## config.mk

```make
export PLATFORM = sky130hd
export DESIGN_NAME = mda_safety_interlock
export DESIGN_NICKNAME = d
export VERILOG_FILES = /design/src/rtl/mda_safety_interlock.sv
export SDC_FILE = /design/constraint.sdc
export NUM_CORES = 1
export LEC_CHECK = 0
export ABC_AREA = 1
export CAP_MARGIN = 20
export CORE_MARGIN = 2
export CORE_UTILIZATION = 36
export DETAILED_ROUTE_END_ITERATION = 8
export PLACE_DENSITY = 0.57
export SYNTH_ARGS = -nofsm -noshare
export SYNTH_HDL_FRONTEND = slang
export SYNTH_SLANG_ARGS = --single-unit
```

## constraint.sdc

```tcl
create_clock -name clk -period 2 [get_ports clk]
set_clock_uncertainty 0.05 [all_clocks]
set_input_delay 0.4 -clock clk [delete_from_list [all_inputs] [get_ports clk]]
set_output_delay 0.4 -clock clk [all_outputs]
set_load 0.005 [all_outputs]
```

## src/rtl/mda_safety_interlock.sv

```systemverilog
// GPIO safety interlock: filtered, maskable shutdown sources gate the GPIO outputs
// through a REARM/ARMED/TRIPPED state machine with cause and trip-count reporting.
module mda_safety_interlock #(
    parameter int NUM_IN        = 2,
    parameter int NUM_IOS       = 2,
    parameter int FILTER_CYCLES = 4,
    parameter int REARM_CYCLES  = 16
) (
    input  logic               clk,
    input  logic               reset_n,
    input  logic [NUM_IN-1:0]  shutdown,
    input  logic [NUM_IN-1:0]  shutdown_mask,
    input  logic               latch_en,
    input  logic               clear,
    input  logic [NUM_IOS-1:0] gpio_in,
    input  logic [NUM_IOS-1:0] gpio_out_default,
    output logic [NUM_IOS-1:0] gpio_out,
    output logic               armed,
    output logic               tripped,
    output logic [NUM_IN-1:0]  trip_cause,
    output logic [7:0]         trip_count
);

    localparam int FW = $clog2(FILTER_CYCLES + 1);
    localparam int RW = $clog2(REARM_CYCLES + 1);

    typedef enum logic [1:0] {
        REARM,
        ARMED,
        TRIPPED
    } state_t;

    state_t            state;
    state_t            state_nxt;
    logic [FW-1:0]     filt_cnt [NUM_IN];
    logic [NUM_IN-1:0] active;
    logic              trip;
    logic [RW-1:0]     rearm_cnt;

    always_comb begin
        active = '0;
        for (int unsigned i = 0; i < NUM_IN; i++) begin
            active[i] = (filt_cnt[i] == FW'(FILTER_CYCLES));
        end
    end

    assign trip = |active;

    // Counters saturate at FILTER_CYCLES; any low or masked cycle restarts them.
    always_ff @(posedge clk) begin
        for (int unsigned i = 0; i < NUM_IN; i++) begin
            if (!reset_n) begin
                filt_cnt[i] <= '0;
            end else if (shutdown[i] && shutdown_mask[i]) begin
                if (!active[i]) begin
                    filt_cnt[i] <= filt_cnt[i] + FW'(1);
                end
            end else begin
                filt_cnt[i] <= '0;
            end
        end
    end

    always_comb begin
        state_nxt = state;
        case (state)
            REARM: begin
                if (trip) begin
                    state_nxt = TRIPPED;
                end else if (rearm_cnt == RW'(REARM_CYCLES - 1)) begin
                    state_nxt = ARMED;
                end
            end
            ARMED: begin
                if (trip) begin
                    state_nxt = TRIPPED;
                end
            end
            TRIPPED: begin
                if (!trip && (!latch_en || clear)) begin
                    state_nxt = REARM;
                end
            end
            default: state_nxt = REARM;
        endcase
    end

    always_ff @(posedge clk) begin
        if (!reset_n) begin
            state <= REARM;
        end else begin
            state <= state_nxt;
        end
    end

    // Counter only runs while staying in REARM, so every REARM entry starts from zero.
    always_ff @(posedge clk) begin
        if (!reset_n) begin
            rearm_cnt <= '0;
        end else if (state == REARM && state_nxt == REARM) begin
            rearm_cnt <= rearm_cnt + RW'(1);
        end else begin
            rearm_cnt <= '0;
        end
    end

    always_ff @(posedge clk) begin
        if (!reset_n) begin
            gpio_out   <= gpio_out_default;
            trip_cause <= '0;
            trip_count <= '0;
        end else begin
            gpio_out   <= (state_nxt == ARMED) ? gpio_in : gpio_out_default;
            trip_cause <= clear ? active : (trip_cause | active);
            if (state_nxt == TRIPPED && state != TRIPPED && trip_count != 8'hFF) begin
                trip_count <= trip_count + 8'd1;
            end
        end
    end

    assign armed   = (state == ARMED);
    assign tripped = (state == TRIPPED);

endmodule

```

Word-level counts from Yosys, hierarchy flattened --
Memories as Yosys holds them, arrays and structs flattened. Index checks and enable logic that the tools add are counted.
Word-level totals: word-level logic and storage cells 64, memory bits (read-only) 0, flip-flop bits (word level) 19, latch bits 0, output and inout port bits 14, memory bits (writable) 6, memories 1, input bits 12
Cells by class: shift operators 0, $add $sub $neg 4, muxes and demuxes 27, bitwise operators 5, multiply operators 0, eq/ne operators 9, div/mod/pow operators 0, reduce and logical (&&, ||, !) cells 13, order comparisons 0
Memories:
- filt_cnt | depth 2, bits a word 3, read ports 2, clocked after memory_dff 0, write ports 2, line 35 | logic [FW-1:0] filt_cnt [NUM_IN];
Operators by type and width (number):
- 2-to-1 mux 1 bit | 15
- 2-to-1 mux 2 bit | 7
- 2-to-1 mux 3 bit | 4
- adder 8 x 1 -> 8 bit (second input constant) | 1
- != test 8 bit (second input constant) | 1
- adder 3 x 1 -> 3 bit (second input constant) | 2
- == test 3 bit (second input constant) | 2
- logical AND 1 bit | 6
- one-hot mux 2 bit (3 select lines) | 1
- adder 5 x 1 -> 5 bit (second input constant) | 1
- == test 5 x 4 -> 1 bit (second input constant) | 1
- == test 2 x 1 -> 1 bit (second input constant) | 2
- == test 2 bit (second input constant) | 2
- zero test 2 bit | 2
- bitwise OR 1 bit | 4
- zero test 1 bit | 2
- != test 2 bit (second input constant) | 1
- bitwise OR 2 bit | 1
- AND reduction 2 bit | 1
- OR reduction 2 bit | 1
- logical OR 1 bit | 1

Logic depth before layout (Yosys ltp) --
Gate-level depths: netlist (run 1).
word-level depth 9, gate-level depth with buffers 10, gate-level depth less buffers 10

Least setup slack after synthesis (run 1) --
Ideal clock, no wire load.
path type reg-to-reg, start register rearm_cnt[0], end register rearm_cnt[0], path slack 0.606 ns, data required time 1.884 ns, path buffers 0, arrival time 1.277 ns, stages on the path, launching flop included 8, clock period less this slack 1.394 ns, library setup time 0.066 ns, path through dfxtp_1 -> ha_1 -> and3_1 -> ha_1 -> nor2_1 -> nor2_1 -> nand3b_1 -> nor2_1
Between the ends: word-level cells in the longest chain between the ends 7, elaborated cells on any way between the ends 8, those cells by class 1 x add/sub; 1 x eq/ne; 3 x mux; 3 x reduce/logical
RTL lines:
- start, declared | line 38 | logic [RW-1:0] rearm_cnt;
- start signal, assigned | line 101 | rearm_cnt <= rearm_cnt + RW'(1);
- == test 5 x 4 -> 1 bit | line 70 | end else if (rearm_cnt == RW'(REARM_CYCLES - 1)) begin
- 2-to-1 mux 2 bit | line 70
- 2-to-1 mux 2 bit | line 68 | if (trip) begin
- one-hot mux 2 bit (3 select lines) | line 66 | case (state)
- zero test 2 bit | line 100 | end else if (state == REARM && state_nxt == REARM) begin
- logical AND 1 bit | line 100
- AND reduction 2 bit (no line)
Parallel ways exist; a longest one is shown, timed or not. A chain may end at the register's enable or synchronous reset.

Worst setup path in the final report (run 1) --
start register state[1], end output port tripped
Between the ends: word-level cells in the longest chain between the ends 1
RTL lines:
- start, declared | line 33 | state_t state;
- start signal, assigned | line 92 | state <= state_nxt;
- == test 2 bit | line 122 | assign tripped = (state == TRIPPED);
- end, declared | line 19 | output logic tripped,
No other way between the ends.

==> impl_results.md, run 1 <==
* Largest net degree at the start of global routing at 15
* Post-CTS Setup Bufs at 0
* Routed wire length at 2330 µm
* Worst-margin pin slew at 261 ps
* Inserted Clock Buffers at 3
* Gate power share at 0.071
* Mapped Avg Cell Area at 8.17 µm²
* WHS at 413 ps
* P per Cell Area at 512 nW/µm²
* CP max FO at 6
* DRT iter0 DRCs at 36
* VDD IR-drop max at 0.000236 V
* Share of layout cells above drive strength 1 at 0.105
* CP Capture Type: output port
* Total of max-cap violations at 0
* R2R Path Start: rearm_cnt[0]$_SDFF_PN0_
* Dpl cells at 223
* Ant. Diodes at 0
* Fillers at 346
* Final ANT Viol Nets at 0
* Initial antenna violation count at 0
* Clk root buf: clkbuf_4
* Die Footprint at 3940 µm²
* DP Area at 1550 µm²
* Area growth syn-to-layout at 27.3%
* H-tree depth at 1
* Yosys warning total at 0
* Fin. Hold Viols at 0
* Startpoint Class: flop
* Avg Vias per Cell at 4.45
* Via count at 1010
* Share of the synthesized area in the top cell type at 0.306
* Yosys top cell by area: dfxtp_1
* Max Freq at 543 MHz
* Unrepaired setup endpoints after global routing: false
* Synth cell count leaders: nand2_1, nor2_1, dfxtp_1, inv_1, nand3_1
* Cell Area, Synth at 1240 µm²
* Fin crit share at 0.921
* Flop pwr share at 0.655
* Drt wl/cell at 10.3 µm
* Number of synthesized flops with an enable pin at 6
* Post_cts resized at 0
* Dpl ws at 220 ps
* Post-route cell area at 1580 µm²
* CP bufs+invs at 2
* Post-Route Setup TNS at 0 ps
* P_leak at 0.633 nW
* Core area at 3340 µm²
* Seq/Total Area, Yosys at 0.451
* Most used DFF post-synth: dfxtp_1
* CP arrival at 1390 ps
* Slack of the critical path at 158 ps
* Final Critical Period at 1840 ps
* Critical path's largest stage delay at 510 ps
* Number of I/O pins at 26
* Non-filler cells, final at 227
* TritonCTS clock tree: yes
* Final GP Congestion at 0.761
* Switch share at 0.217
* Dpl hpwl at 1910 µm
* Critical path startpoint: state[1]$_SDFF_PN0_
* Psw at 0.176 mW
* Die width at 62.7 µm
* Total global routing overflow at 0
* Critical path's top delay family: buffers and inverters
* Min-delay src: rearm_cnt[0]$_SDFF_PN0_
* DR DRC count at 0
* First-pass GRT wire length at 4320 µm
* Vias in the first global route at 1040
* Int Pwr at 0.634 mW
* Met2 wirelength from detailed routing at 1190 µm
* Fin. max-slew vios at 0
* Critical setup path kind: reg -> out
* Clock-pin slew on the worst setup and hold paths at 140 ps
* Die Y-Extent at 62.7 µm
* Initial cell density of the core at 0.372
* Rel. slew slack at 0.826
* Run status: complete, no violations
* Largest cells by area after synthesis: dfxtp_1, edfxtp_1, nand2_1
* Crit path cell chain: inv_1 -> nor2_1 -> clkdlybuf4s50_1
* I/O Buffers at 25
* NumNets Final at 201
* Initial DRT Pass Iterations at 4
* Top-count cell post-synth: nand2_1
* CP required at 1550 ps
* Synth Instances at 152
* Row cnt at 21
* Metal-1 WL at 1050 µm
* Net Count, Synth at 171
* CTS Sinks at 25
* Clock latency on the worst-skew pair at 310 ps
* Tightest Hold Check Type: reg -> reg
* Multi-input logic area at 594 µm²
* Async set or reset register ratio after synthesis at 0
* DR WL met3 at 78 µm
* Yosys cell types at 24
* Sequential cell area at 562 µm²
* Synth Register Bits at 25
* Top Metal Used: met4
* Clock power share at 0.274
* Post-CTS Hold Buffers at 0
* CTS Buffer Depth at 2
* CP max-delay cell: clkdlybuf4s50_1
* Final setup viols at 0
* Total GRT Usage at 0.135
[final timing paths]
kind	endpoint	slack, ps	depth (start not counted)
max	tripped	160	3
min	rearm_cnt[0]$_SDFF_PN0_	410	1
max reg2reg	rearm_cnt[1]$_SDFF_PN0_	470	7
min reg2reg	rearm_cnt[0]$_SDFF_PN0_	410	1
[cell type report]
class,instances,area share
multi-input combinational,105,0.376
sequential,25,0.355
timing repair buffer,26,0.163
inverter,21,0.0522
tap,46,0.0364
clock buffer,3,0.0142
clock inverter,1,0.00316
[metrics by stage]
stage | power (mW) | util
after floorplan | 0.565 | -
after global placement | 0.598 | 0.465
after detailed placement | 0.600 | 0.465
after CTS | 0.820 | 0.474
after global routing | 0.846 | 0.474
final | 0.809 | 0.474
[metal layers]
metal,GRT usage,vias to the layer above
met1,0.157,457
li1,-,534
met5,0,-
met3,0.0252,2
met2,0.250,17
met4,0.0417,0
[power by group through the flow]
stage	logic, mW	registers (mW)	clock network [mW]
after floorplan	0.0243	0.541	0
after global placement	0.0569	0.541	0
after detailed placement	0.0580	0.542	0
after CTS	0.0585	0.531	0.231
after global routing	0.0643	0.532	0.249
final	0.0572	0.530	0.222
[worst reg2reg max path, delay by kind of cell, from the launching register on]
family	cells	cell delay, ps
AND/OR/NAND/NOR	5	670
adder cells (fa/ha/maj)	2	400
flip-flops	1	350
[registers in the layout, indices dropped and copies added, names as in the netlist]
register and cells:
trip_count 8, filt_cnt 6, rearm_cnt 5, gpio_out 2
state 2, trip_cause 2
[cell usage in the layout (no fill, tap or decap), types with 2 or more instances in the layout]
master           count
nor2_4               2
dfxtp_1             18
inv_1               19
o21ai_1              2
clkinv_2             2
clkbuf_4             3
edfxtp_1             6
nand3_1             10
and3_1               2
nand4_1              2
clkdlybuf4s50_1     25
xnor2_1              4
a21oi_1              2
a21oi_2              4
nand2_2              3
nand2_1             33
nor2_1              26
ha_1                 7
xor2_1               3
[kinds of logic after synthesis]
logic type               Yosys count  synth area share
AND/OR/NAND/NOR                   82             0.307
flip-flops                        25             0.451
buffers and inverters             22            0.0705
AO/OA/AOI/OAI                      9            0.0514
XOR/XNOR                           7            0.0493
adder cells (fa/ha/maj)            7            0.0705
Power figures use the tool's default switching activity.
==> inputs of run 2 (changes only) <==
CAP_MARGIN = 5   (was 20)
SKIP_CTS_REPAIR_TIMING = 1   (was default)
==> results of run 2 <==
No change in the layout: final DEF, timing and power equal those of run 1.
==> inputs of run 3 (changes only) <==
--- a/config.mk
+++ b/config.mk
@@ -8,7 +8,8 @@
 export ABC_AREA = 1
 export CAP_MARGIN = 5
-export CORE_MARGIN = 2
+export CORE_MARGIN = 8
 export CORE_UTILIZATION = 36
 export DETAILED_ROUTE_END_ITERATION = 8
+export MAX_ROUTING_LAYER = met4
 export PLACE_DENSITY = 0.57
 export SKIP_CTS_REPAIR_TIMING = 1
==> constraint.sdc (replaced) <==
create_clock -name clk -period 2 [get_ports clk]
set_clock_uncertainty 0.05 [all_clocks]
set_input_delay 0.4 -clock clk [delete_from_list [all_inputs] [get_ports clk]]
set_output_delay 0.4 -clock clk [all_outputs]
set_load 0.05 [all_outputs]
==> run 3 against run 2 <==
Total power rose by 1.8%. Combinational power rose by 13%. Sequential cell count did not move. Cell area fell by 1.5%. Clock power rose by 3%. Critical path depth fell by 2. Core utilization fell by 0.71 points. Sequential share of layout area rose by 0.46 points. Maximum frequency fell by 3.8%. Cell count did not move. Largest cell class unchanged.
==> impl_results.md, run 3 (synthesis results as in run 1) <==
* Fillers at 352
* Post-Route Setup TNS at 0 ps
* Fin. Hold Viols at 0
* Critical setup path kind: reg -> out
* CP max FO at 2
* Most common cell after layout, fill and taps aside: nand2_1
* Number of I/O pins at 26
* Unrepaired setup endpoints after global routing: false
* R2R setup slack at 480 ps
* Dpl cells at 223
* Critical path's top delay family: buffers and inverters
* DP Area at 1530 µm²
* Die Y-Extent at 74.7 µm
* DR DRC count at 0
* Initial DRT Pass Iterations at 4
* P_leak at 0.649 nW
* I/O Buffers at 25
* Reg2reg path depth at 9
* Avg Vias per Cell at 4.36
* WHS at 406 ps
* H-tree depth at 1
* Initial cell density of the core at 0.372
* First-pass GRT wire length at 4270 µm
* Largest regs: trip_count x8, filt_cnt x6, rearm_cnt x5
* Total of max-cap violations at 0
* CP max-delay cell: clkdlybuf4s50_1
* Fin. max-slew vios at 0
* Die Footprint at 5590 µm²
* Critical path's largest stage delay at 800 ps
* Initial antenna violation count at 0
* Clk root buf: clkbuf_4
* Clock-pin slew on the worst setup and hold paths at 140 ps
* Final setup viols at 0
* Ant. Diodes at 0
* Critical Path Stages at 1
* CP required at 1550 ps
* Worst Setup EP: trip_cause[1]
* Post-route cell area at 1560 µm²
* Row cnt at 21
* Total power at 0.823 mW
* Slack of the critical path at 85.4 ps
* CTS Buffer Depth at 2
* Non-filler cells, final at 227
* Worst-margin pin slew at 510 ps
* R2R Path Start: rearm_cnt[0]$_SDFF_PN0_
* Die width at 74.7 µm
* Commonest cells after routing, fill and taps aside: nand2_1, nor2_1, inv_1, dfxtp_1, clkdlybuf4s50_1
* Crit path cell chain: clkdlybuf4s50_1
* CTS Sinks at 25
* Largest net degree at the start of global routing at 16
* Rel. slew slack at 0.659
* NumNets Final at 201
* Sequential cell area at 561 µm²
* Reg-to-reg critical path endpoint: gpio_out[0]$_DFF_P_
* Total GRT Usage at 0.101
* VDD IR-drop max at 0.000244 V
* Via count at 990
* DRT iter0 DRCs at 26
* Final Critical Period at 1910 ps
* Dpl ws at 247 ps
* Area growth syn-to-layout at 25.4%
* TritonCTS clock tree: yes
* Max FFs per register at 8
* Fin crit share at 0.957
* Multi-input logic area at 594 µm²
* Inserted Clock Buffers at 3
* Max Freq at 522 MHz
* P per Cell Area at 529 nW/µm²
* Total global routing overflow at 0
* CP bufs+invs at 1
* Dpl hpwl at 2060 µm
* Final core utilization at 0.467
* Core area at 3340 µm²
* Critical path startpoint: trip_cause[1]$_SDFF_PN0_
* Clock latency on the worst-skew pair at 320 ps
* Drt wl/cell at 10.9 µm
* Largest Register: trip_count
* Routed wire length at 2470 µm
* Run status: complete, no violations
* CP Capture Type: output port
* Tightest Hold Check Type: reg -> reg
* Final ANT Viol Nets at 0
* CP arrival at 1460 ps
* Final GP Congestion at 0.830
* Startpoint Class: flop
* Vias in the first global route at 1034
* Share of layout cells above drive strength 1 at 0.155
## run 3: worst min-delay path by stage
stage                                   from                        to  slack, ps  cells past startpoint
global placement     rearm_cnt[0]$_SDFF_PN0_   rearm_cnt[0]$_SDFF_PN0_        380                      1
detailed placement   rearm_cnt[0]$_SDFF_PN0_   rearm_cnt[0]$_SDFF_PN0_        390                      1
CTS                  rearm_cnt[0]$_SDFF_PN0_   rearm_cnt[0]$_SDFF_PN0_        410                      1
global route        trip_cause[1]$_SDFF_PN0_  trip_cause[1]$_SDFF_PN0_        430                      2
floorplan            rearm_cnt[0]$_SDFF_PN0_   rearm_cnt[0]$_SDFF_PN0_        370                      1
finish               rearm_cnt[0]$_SDFF_PN0_   rearm_cnt[0]$_SDFF_PN0_        410                      1
## run 3: area by class of cell
cell class | count | area share
Sequential cell | 25 | 0.360
Clock buffer | 3 | 0.0145
Inverter | 21 | 0.0530
Multi-Input combinational cell | 105 | 0.382
Timing Repair Buffer | 26 | 0.149
Tap cell | 46 | 0.0369
Clock inverter | 1 | 0.00482
## run 3: layer usage
layer | up-vias | track usage | wire length, µm
met2 | 18 | 0.167 | 1180
met4 | 0 | 0.0522 | 38
met1 | 434 | 0.112 | 1140
met5 | - | - | 0
met3 | 4 | 0.0186 | 108
li1 | 534 | - | -
## run 3: worst reg2reg max path: stages (launching register included)
cell and delay [ps]:
dfxtp_1 350, ha_1 220, and3_1 190, ha_1 170, nor2_1 80, nor2_1 60, nand3_1 140, inv_1 80
nand2_1 60, nand2_1 50
## run 3: where the power goes
part	leakage, nW	internal [mW]	total [mW]	switching, mW
clock	0.0139	0.0764	0.229	0.152
combinational	0.408	0.0338	0.0646	0.0308
sequential	0.228	0.525	0.530	0.00540
==> patch, RTL diff (config.mk and constraints of run 1) <==
Set the parameter `NUM_IN` to 4 (it was 2).
--- a/src/rtl/mda_safety_interlock.sv
+++ b/src/rtl/mda_safety_interlock.sv
@@ -2,5 +2,5 @@
 // through a REARM/ARMED/TRIPPED state machine with cause and trip-count reporting.
 module mda_safety_interlock #(
-    parameter int NUM_IN        = 2,
+    parameter int NUM_IN        = 4,
     parameter int NUM_IOS       = 2,
     parameter int FILTER_CYCLES = 4,
Ports: changed (resized shutdown, shutdown_mask and trip_cause); port bits go from 26 to 32. No check against the original RTL was run, so the function may have changed too.
==> patch against run 1 <==
- synthesized area up 37%
- largest power group unchanged
- fmax up 0.48%
- total power up 60%
- design area up 37%
- sequential cell count up 8
- wire length up 32%
- setup slack better by 8.8 ps
==> patch: results (changes against run 1) <==
----------------------------------------------------
[Pwr]
  Static leakage ... 0.854 nW (+35%)
  Maximum resistive drop on vdd ... 0.278 mV (+18%)

[Worst setup path]
  R2r setup slk ... 410 ps (-60 ps)
  CP max-delay cell ... sky130_fd_sc_hd__clkdlybuf4s50_1
  End of the worst register-to-register path ... trip_count[7]$_SDFFE_PN0P_
  Number of cell instances on the worst register-to-register path ... 8 (+1)
  RR Startpoint ... filt_cnt[2][0]$_SDFFCE_PP0P_
  Worst-path fanout max ... 5 (-1)

[Outcome]
  Status ... completed

[Clock network]
  Clock root cell ... sky130_fd_sc_hd__clkbuf_8
  Number of levels in the clock H-tree ... 2 (+1)
  Clock insertion delay at the later pin of the skew report ... 280 ps (-30 ps)
  Clock input transition at the sequential cells of the worst setup and hold paths ... 60 ps (-80 ps)
  Number of buffers created by CTS ... 5 (+2)

[Global route]
  Wire length of the first global-routing pass ... 5420 µm (+26%)
  Number of antenna violations at the first check in global routing ... 0 (unchanged)
  Global-route usage over all layers ... 0.132 (-0.00368)
  Pin count of the biggest net entering global routing ... 11 (-4)
  Number of global-route vias before repair ... 1240 (+19%)

[Placed design]
  Global placement routability congestion ... 0.747 (-1.9%)
  Count of buffers from port buffering ... 31 (+24%)
  Number of cells after detailed placement ... 284 (+27%)
  DP Wirelength ... 2330 µm (+22%)
  Minimum setup slack after placement ... 284 ps (+64.1 ps)

[Logic synthesis]
  Most frequent cells after synthesis ... 45 x sky130_fd_sc_hd__nand2_1, 30 x sky130_fd_sc_hd__nor2_1, 24 x sky130_fd_sc_hd__inv_1
  Cell variety after synth ... 26 (+8.3%)
  Gate count of the mapped netlist ... 201 (+32%)
  Synth top area cells ... sky130_fd_sc_hd__dfxtp_1 25%, sky130_fd_sc_hd__edfxtp_1 21%, sky130_fd_sc_hd__nand2_1 9.9%
  Number of enable flip-flop cells after synthesis ... 12 (+6)
  Post-synthesis net count ... 228 (+33%)
  Sequential-to-total area share from yosys stat ... 0.460 (+0.00868)

[STA]
  Slew headroom ... 0.795 (-0.0306)
  Part of the cycle the worst path needs ... 0.916 (-0.00440)

[Routing]
  Final routed wirelength across all metal layers ... 3070 µm (+32%)
  DR iter-0 viols ... 41 (+14%)
  Average vias per placed instance ... 4.51 (+1.4%)

[Final layout]
  Count of fill cells added during filler insertion ... 440 (+27%)
  Fraction of layout instances using a drive strength above 1 ... 0.138 (+0.0325)
  Top flop regs ... filt_cnt x12, trip_count x8, rearm_cnt x5
  Number of nets at the end of the flow ... 266 (+32%)

----------------------------------------------------
[patch: where the power goes]
group          switching [W]  internal, W  leakage (nW)  total [W]
clock network       0.000227     0.000280        0.0455   0.000508
logic              0.0000332    0.0000452         0.492  0.0000784
registers         0.00000741     0.000704         0.317   0.000711
[patch: per-layer routing]
metal,GRT usage,part of all wire
met5,0,0
met4,0.0617,0.019
met3,0.0359,0.051
met2,0.210,0.45
met1,0.165,0.48
[patch: layout make-up]
| cell class | count | area, µm² | share of cell area |
|---|---|---|---|
| inverter | 25 | 93.8 | 0.0433 |
| tap | 52 | 65.1 | 0.0300 |
| timing repair buffer | 33 | 325 | 0.150 |
| clock buffer | 8 | 90.1 | 0.0415 |
| multi-input combinational | 141 | 813 | 0.375 |
| sequential | 33 | 781 | 0.360 |
[patch: through the flow]
step | power (W) | hold WS, ps | utilization | cell area, µm²
final | 0.00130 | 408 | 0.488 | 2170
after global routing | 0.00136 | 438 | 0.488 | 2170
after CTS | 0.00131 | 410 | 0.488 | 2170
after detailed placement | 0.000806 | 395 | 0.468 | 2080
after global placement | 0.000806 | 385 | 0.468 | 2080
after floorplan | 0.000761 | 368 | - | 1700
[patch: cell families after synthesis]
logic type | synth area share
xor+xnor | 0.0413
simple gates | 0.288
compound gates | 0.0685
fa+ha+maj | 0.0811
flops | 0.460
buf+inv | 0.0612
